### src/rtl/dmem_arb_pkg.sv
// Shared types for the two-port data-memory arbiter: FSM state and port index.
package dmem_arb_pkg;

  typedef enum logic [1:0] {
    IDLE   = 2'd0,
    ACCESS = 2'd1,
    RESP   = 2'd2
  } state_e;

  typedef logic port_idx_t;

  localparam port_idx_t PORT0 = 1'b0;
  localparam port_idx_t PORT1 = 1'b1;

endpackage

### src/rtl/dmem_arbiter_if.sv
// Bundle of the two client ports, the response path and the sync-RAM side.
interface dmem_arbiter_if #(
  parameter int WIDTH    = 16,
  parameter int D_ADDR_W = 8
);
  logic                req0, req1, wr0, wr1;
  logic [D_ADDR_W-1:0] addr0, addr1;
  logic [WIDTH-1:0]    wdata0, wdata1;
  logic                ack0, ack1;
  logic [WIDTH-1:0]    rdata;
  logic                mem_en, mem_wr;
  logic [D_ADDR_W-1:0] mem_addr;
  logic [WIDTH-1:0]    mem_wdata, mem_rdata;
  logic                busy;

  modport slave (
    input  req0, req1, wr0, wr1, addr0, addr1, wdata0, wdata1, mem_rdata,
    output ack0, ack1, rdata, mem_en, mem_wr, mem_addr, mem_wdata, busy
  );

  modport master (
    output req0, req1, wr0, wr1, addr0, addr1, wdata0, wdata1, mem_rdata,
    input  ack0, ack1, rdata, mem_en, mem_wr, mem_addr, mem_wdata, busy
  );
endinterface

### src/rtl/rr_picker.sv
// Combinational winner select between two requesters.
// DMEM_ARB_FIXED_PRIO_EN: port 0 always wins ties; otherwise round-robin on last grant.
module rr_picker
  import dmem_arb_pkg::*;
(
  input  logic      req0_i,
  input  logic      req1_i,
  input  port_idx_t last_grant_i,
  output port_idx_t idx_o
);

`ifdef DMEM_ARB_FIXED_PRIO_EN
  logic unused_picker_in;
  assign unused_picker_in = req1_i ^ last_grant_i;
  assign idx_o = req0_i ? PORT0 : PORT1;
`else
  always_comb begin
    idx_o = PORT1;
    if (req0_i && req1_i) idx_o = ~last_grant_i;
    else if (req0_i)      idx_o = PORT0;
  end
`endif

endmodule

### src/rtl/dmem_arbiter.sv
// Two-port arbiter in front of a synchronous data RAM: IDLE -> ACCESS -> RESP.
// Macro DMEM_ARB_FIXED_PRIO_EN selects fixed port-0 priority instead of round-robin.
module dmem_arbiter
  import dmem_arb_pkg::*;
#(
  parameter int WIDTH    = 16,
  parameter int D_ADDR_W = 8
) (
  input  logic           clk,
  input  logic           reset,
  dmem_arbiter_if.slave  bus
);

  state_e              state_q, state_d;
  port_idx_t           idx_q, last_q, pick;
  logic                wr_q;
  logic [D_ADDR_W-1:0] addr_q;
  logic [WIDTH-1:0]    wdata_q;
  logic                any_req;

  assign any_req = bus.req0 | bus.req1;

  rr_picker u_pick (
    .req0_i       (bus.req0),
    .req1_i       (bus.req1),
    .last_grant_i (last_q),
    .idx_o        (pick)
  );

  always_comb begin
    state_d = IDLE;
    unique case (state_q)
      IDLE:    state_d = any_req ? ACCESS : IDLE;
      ACCESS:  state_d = RESP;
      default: state_d = IDLE;
    endcase
  end

  // Requests are only looked at in IDLE; anything seen in ACCESS/RESP is ignored.
  always_ff @(posedge clk or posedge reset) begin
    if (reset) begin
      state_q <= IDLE;
      idx_q   <= PORT0;
      last_q  <= PORT1;
      wr_q    <= 1'b0;
      addr_q  <= '0;
      wdata_q <= '0;
    end else begin
      state_q <= state_d;
      if (state_q == IDLE && any_req) begin
        idx_q   <= pick;
        last_q  <= pick;
        wr_q    <= (pick == PORT0) ? bus.wr0    : bus.wr1;
        addr_q  <= (pick == PORT0) ? bus.addr0  : bus.addr1;
        wdata_q <= (pick == PORT0) ? bus.wdata0 : bus.wdata1;
      end
    end
  end

  assign bus.mem_en    = (state_q == ACCESS);
  assign bus.mem_wr    = (state_q == ACCESS) && wr_q;
  assign bus.mem_addr  = addr_q;
  assign bus.mem_wdata = wdata_q;
  assign bus.ack0      = (state_q == RESP) && (idx_q == PORT0);
  assign bus.ack1      = (state_q == RESP) && (idx_q == PORT1);
  assign bus.rdata     = (state_q == RESP && !wr_q) ? bus.mem_rdata : '0;
  assign bus.busy      = (state_q != IDLE);

endmodule

### src/flat_wrapper.sv
// flat-port wrapper written by rule: the top's interface ports become plain ports
module dmem_arbiter_flat import dmem_arb_pkg::*;
#(
  parameter int WIDTH    = 16,
  parameter int D_ADDR_W = 8
)
  (clk, reset, bus_req0, bus_req1, bus_wr0, bus_wr1, bus_addr0, bus_addr1, bus_wdata0, bus_wdata1, bus_mem_rdata, bus_ack0, bus_ack1, bus_rdata, bus_mem_en, bus_mem_wr, bus_mem_addr, bus_mem_wdata, bus_busy);
  dmem_arbiter_if #(.WIDTH(WIDTH), .D_ADDR_W(D_ADDR_W)) bus_i ();
  input  logic clk;
  input  logic reset;
  input wire logic [$bits(bus_i.req0)-1:0] bus_req0;
  input wire logic [$bits(bus_i.req1)-1:0] bus_req1;
  input wire logic [$bits(bus_i.wr0)-1:0] bus_wr0;
  input wire logic [$bits(bus_i.wr1)-1:0] bus_wr1;
  input wire logic [$bits(bus_i.addr0)-1:0] bus_addr0;
  input wire logic [$bits(bus_i.addr1)-1:0] bus_addr1;
  input wire logic [$bits(bus_i.wdata0)-1:0] bus_wdata0;
  input wire logic [$bits(bus_i.wdata1)-1:0] bus_wdata1;
  input wire logic [$bits(bus_i.mem_rdata)-1:0] bus_mem_rdata;
  output wire logic [$bits(bus_i.ack0)-1:0] bus_ack0;
  output wire logic [$bits(bus_i.ack1)-1:0] bus_ack1;
  output wire logic [$bits(bus_i.rdata)-1:0] bus_rdata;
  output wire logic [$bits(bus_i.mem_en)-1:0] bus_mem_en;
  output wire logic [$bits(bus_i.mem_wr)-1:0] bus_mem_wr;
  output wire logic [$bits(bus_i.mem_addr)-1:0] bus_mem_addr;
  output wire logic [$bits(bus_i.mem_wdata)-1:0] bus_mem_wdata;
  output wire logic [$bits(bus_i.busy)-1:0] bus_busy;
  assign bus_i.req0 = bus_req0;
  assign bus_i.req1 = bus_req1;
  assign bus_i.wr0 = bus_wr0;
  assign bus_i.wr1 = bus_wr1;
  assign bus_i.addr0 = bus_addr0;
  assign bus_i.addr1 = bus_addr1;
  assign bus_i.wdata0 = bus_wdata0;
  assign bus_i.wdata1 = bus_wdata1;
  assign bus_i.mem_rdata = bus_mem_rdata;
  assign bus_ack0 = bus_i.ack0;
  assign bus_ack1 = bus_i.ack1;
  assign bus_rdata = bus_i.rdata;
  assign bus_mem_en = bus_i.mem_en;
  assign bus_mem_wr = bus_i.mem_wr;
  assign bus_mem_addr = bus_i.mem_addr;
  assign bus_mem_wdata = bus_i.mem_wdata;
  assign bus_busy = bus_i.busy;
  dmem_arbiter #(.WIDTH(WIDTH), .D_ADDR_W(D_ADDR_W)) u_core (.clk(clk), .reset(reset), .bus(bus_i));
endmodule
### config.mk
export PLATFORM = sky130hd
export DESIGN_NAME = dmem_arbiter_flat
export DESIGN_NICKNAME = d
export VERILOG_FILES = /design/src/rtl/dmem_arb_pkg.sv /design/src/rtl/dmem_arbiter_if.sv /design/src/rtl/rr_picker.sv /design/src/rtl/dmem_arbiter.sv /design/src/flat_wrapper.sv
export SDC_FILE = /design/constraint.sdc
export NUM_CORES = 1
export LEC_CHECK = 0
export CORE_MARGIN = 2
export CORE_UTILIZATION = 36
export CTS_CLUSTER_SIZE = 40
export DETAILED_ROUTE_END_ITERATION = 8
export PLACE_DENSITY = 0.82
export SLEW_MARGIN = 20
export SYNTH_ARGS = -nofsm -noshare
export SYNTH_HDL_FRONTEND = slang
export SYNTH_SLANG_ARGS = --single-unit
### constraint.sdc
create_clock -name clk -period 1.6 [get_ports clk]
set_clock_uncertainty 0.05 [all_clocks]
set_input_delay 0.24 -clock clk [delete_from_list [all_inputs] [get_ports clk]]
set_output_delay 0.24 -clock clk [all_outputs]
set_load 0.03 [all_outputs]
Yosys cells after proc, flatten, opt, wreduce, memory -nomap -nowiden
Index checks and enable logic that the tools add are counted.

Register bits: 29. Input port bits: 70. Logic and storage cells: 28.

Equal/unequal tests: 2. Mux-type cells: 8. Bitwise operators: 3. Reductions and logical operators: 9.

Operators by type and width (count): $mux W16 (2); $mux W8 (1); $logic_and A1 B1 Y1 (6); $mux W1 (4); $pmux W2 S2 (1); $eq A2 B1 Y1 const B (1); $eq A2 B2 Y1 const B (1); $logic_not A2 Y1 (1); $not A1 Y1 (2); $reduce_bool A2 Y1 (1); $logic_not A1 Y1 (1); $or A1 B1 Y1 (1).

Logic depth before layout (Yosys ltp)
Depth in word-level cells: 3. Gate-level depth with buffers: 7.

Cells and area by module
From an unflattened synthesis, not the netlist that was laid out.

Cell total of the unflattened synthesis: 116. Area total of the unflattened synthesis: 1622.8 µm².

Modules (own cells, without submodules): dmem_arbiter (instances 1, cells an instance 114, area each 1610.3 µm², seq. area each 726.9 µm²); rr_picker (instances 1, cells an instance 2, area each 12.5 µm², seq. area each 0.0 µm²).

Worst setup path before layout
No wires, ideal clock.

Path kind: register to output. Start point: register u_core.state_q[0]. End point: output port bus_rdata[10]. Data arrival time: 1.275 ns. Path slack: 0.035 ns. Stages on the path, launching flop included: 5. Cells stage by stage: dfrtp_1 -> nand2b_1 -> nor2_1 -> clkbuf_1 -> and2_1.

Word-level cells in the longest chain between the ends: 3.

RTL lines: from (decl) (RTL line dmem_arbiter.sv:14) `state_e state_q, state_d;`; from (signal assigned) (RTL line dmem_arbiter.sv:49) `state_q <= state_d;`; $eq A2 B2 Y1 (RTL line dmem_arbiter.sv:66) `assign bus.rdata = (state_q == RESP && !wr_q) ? bus.mem_rdata : '0;`; $logic_and A1 B1 Y1 (RTL line dmem_arbiter.sv:66); $mux W16 (RTL line dmem_arbiter.sv:66); to (decl) (RTL line flat_wrapper.sv:22) `output wire logic [$bits(bus_i.rdata)-1:0] bus_rdata;`.

No other way between the ends.

Worst setup path in the final report
Start point: register u_core.state_q[0]. End point: output port bus_rdata[0].

Same word-level chain as after synthesis.

==> metrics.txt <==
effective utilization at floorplan 0.3795; post-synthesis area per instance 9.267 um2; # H-tree levels 2; final WL 5.851 mm; Crit path arrival time 1370 ps; count of cell types in the netlist 20; violated checks negative setup slack; antenna violations before repair 0; fraction of the cycle the final worst path needs 1.040; final net count 374; number of clock sinks seen by CTS 29; Worst-Skew Late Latency 280 ps; number of synthesized register bits 29; area inside the core boundary 0.004444 mm2; vias after detailed routing 1893; Cells after DPL 344; Post-synth top cells sky130_fd_sc_hd__dfrtp_1 (28), sky130_fd_sc_hd__nand3_1 (26), sky130_fd_sc_hd__a21oi_1 (25), sky130_fd_sc_hd__o21ai_0 (25), sky130_fd_sc_hd__a31oi_2 (19); fin worst setup slack -63.90 ps; Netlist Area Pre-Place 0.001687 mm2; die extent in y 72.45 um; stage delay of the slowest cell on the critical path 400 ps; pre-CTS worst setup slack -117.7 ps; dominant synthesized flop cell sky130_fd_sc_hd__dfrtp_1; actual transition at the worst max-transition pin 430.2 ps; largest family of logic cells by synthesized area compound AO/OA/AOI/OAI gates; status finished, violations left; TritonCTS clock tree done; Ant. Diodes 0; count of flip-flops with a built-in enable after synthesis 0; share of Yosys cell area claimed by the top area cell type 0.4154; power per standard cell area 1705 mW/mm2; final number of setup-violating endpoints 18; class of the most critical hold timing path input port to asynchronous set/reset pin; post-route ant nets 0; sequential cell area fraction in the yosys report 0.4310; instance count of the mapped netlist 182; MaxCap Viol Count 0; clock-pin transition on the worst setup and hold timing paths 60 ps; required time reported for the critical path endpoint 1310 ps; share of synthesized area spent on multiplexers 0; YS warnings 0; Clock Path Buffers 2; mean number of vias per cell 5.303; Clock Tree Root sky130_fd_sc_hd__clkbuf_8; peak ir drop on the vdd network 0.8291 mV; type of element capturing the critical path primary output; largest cells by area after synthesis sky130_fd_sc_hd__dfrtp_1 (42%), sky130_fd_sc_hd__a31oi_2 (14%), sky130_fd_sc_hd__nand3_1 (7.7%); critical setup path kind flop to primary output; leading cell type by number of instances after synthesis sky130_fd_sc_hd__dfrtp_1; GRT Resource Usage Total 0.2183; RePlAce Congestion 0.8177; CTS Hold Buffers Added 0; Max-slew headroom 0.7129; critical path's most frequent cell sky130_fd_sc_hd__buf_6; CP Cell Sequence nand2b_4, nor2_4, buf_6, and2_1, buf_6; maximum clock rate 0.6010 GHz; net count after synthesis 252; first-pass GRT wire length 8.818 mm; Final Hold Slack 200.8 ps; area fraction in compound gates after synthesis 0.3205; startpoint class of the critical path flop; average wire per cell in the routed design 16.39 um; number of hold violations in the final report 0; XOR/XNOR share of the synthesized area 0; RSZ-0062 raised after global routing true; Layout Area Growth over Synthesis 84.12%; Iter 0 DRT Violations 85; filler cell count 364; number of max-slew violations in the final report 0; total iterations of the first detailed-routing run 5; leakage component of the power 1.292 nW; DR DRC count 0; number of clock buffers inserted by TritonCTS 5; maximum number of pins on one net before global-route repair 29; count of non-filler cells in the finished layout 357; Die X 72.45 um; number of standard-cell rows in the floorplan 24; I/O Buffers 114; Final Util 0.6988; Simple-Gate Fraction of Synth Area 0.1743; via count of the first global-routing pass 1809; GR Overflow Total 0; async set-or-reset flop fraction in the synthesized netlist 1.000; layout cell share with drive strength beyond 1 0.2820; Critical Path Fanout Max 8; Adder-Cell Fraction of Synth Area 0; cell type contributing the most total cell area after synthesis sky130_fd_sc_hd__dfrtp_1; I/O pin total 115; DP HPWL 4.064 mm; slowest library cell on the worst path sky130_fd_sc_hd__dfrtp_1; clock period minus worst slack 1664 ps; area enclosed by the die boundary 0.005248 mm2
-- layout by cell type (no fill, tap or decap), types with 4 or more instances in the layout --
cell	n
sky130_fd_sc_hd__clkbuf_8	7
sky130_fd_sc_hd__buf_6	19
sky130_fd_sc_hd__o21ai_0	25
sky130_fd_sc_hd__and2_1	4
sky130_fd_sc_hd__a31oi_2	19
sky130_fd_sc_hd__a21oi_1	25
sky130_fd_sc_hd__dlymetal6s2s_1	5
sky130_fd_sc_hd__and2_4	16
sky130_fd_sc_hd__clkdlybuf4s50_1	69
sky130_fd_sc_hd__dfrtp_1	28
sky130_fd_sc_hd__a31oi_1	6
sky130_fd_sc_hd__nand3_1	26
sky130_fd_sc_hd__inv_1	4
sky130_fd_sc_hd__buf_4	18
sky130_fd_sc_hd__dlygate4sd2_1	19
-- metal layers --
metal | track usage | part of all wire | routed length [um] | vias up
li1 | - | - | - | 899
met5 | 0 | 0 | 0 | -
met2 | 0.3925 | 0.51 | 2968 | 101
met4 | 0.06379 | 0.014 | 84 | 0
met3 | 0.06667 | 0.093 | 542 | 9
met1 | 0.2491 | 0.39 | 2255 | 884
-- cells by family (layout without fill, tap and decap cells) --
| group | after synthesis | after routing |
|---|---|---|
| buf+inv | 23 | 144 |
| flops | 29 | 29 |
| simple gates | 53 | 55 |
| compound gates | 77 | 77 |
-- worst paths after layout --
path	start	end	slack, ps	cells after the start
setup / recovery	u_core.state_q[0]$_DFF_PP0_	bus_rdata[0]	-60	5
max in group asynchronous	reset	u_core.bus.mem_addr[4]$_DFFE_PP0P_	790	3
setup reg to reg	u_core.state_q[1]$_DFF_PP0_	u_core.wr_q$_DFFE_PP0P_	100	4
min in group clk	u_core.bus.mem_wdata[5]$_DFFE_PP0P_	u_core.bus.mem_wdata[5]$_DFFE_PP0P_	490	2
hold reg to reg	u_core.bus.mem_wdata[5]$_DFFE_PP0P_	u_core.bus.mem_wdata[5]$_DFFE_PP0P_	490	2
hold / removal	reset	u_core.bus.mem_wdata[14]$_DFFE_PP0P_	200	2
-- metrics by stage --
| step | instance area, um2 | power [W] | setup TNS [ps] |
|---|---|---|---|
| global placement | 2848 | 0.004523 | -943.3 |
| finish | 3105 | 0.005294 | -695.5 |
| detailed placement | 2848 | 0.004581 | -2478 |
| CTS | 3057 | 0.005248 | -486.1 |
| floorplan | 1687 | 0.003365 | 0 |
| global route | 3105 | 0.005609 | -1723 |
-- layout make-up --
class | count | area (um2) | share of cell area
flip-flops and latches | 29 | 726.9 | 0.2341
repair buffers | 132 | 1290 | 0.4154
clock inverters | 1 | 5.005 | 0.001612
inverters | 4 | 15.01 | 0.004835
well taps | 52 | 65.06 | 0.02095
clock buffers | 7 | 96.34 | 0.03102
multi-input cells | 132 | 907.1 | 0.2921
-- registers in the layout (all words and copies together), names as in the netlist --
register / cells
u_core.bus.mem_addr: 8
u_core.bus.mem_wdata: 16
u_core.idx_q: 1
u_core.last_q: 1
u_core.state_q: 2
u_core.wr_q: 1
-- power by group --
part           switching (W)  total [W]  internal [W]
Clock               0.000279   0.000667      0.000388
Combinational        0.00194    0.00328       0.00134
Sequential          0.000227    0.00135       0.00112
-- repair_timing --
action	4_1_cts	5_1_grt
setup endpoints to repair	62	38
cloned	2	1
gates resized for setup	57	13
pin swaps	9	4
setup buffers	1	1
-- critical path: cells and delay by family, from the launching register on --
kind	cells	cell delay [ps]
and+or+nand+nor	3	420
DFF	1	400
buffers and inverters	2	270
Note: power is estimated with default switching activity, not from simulation.
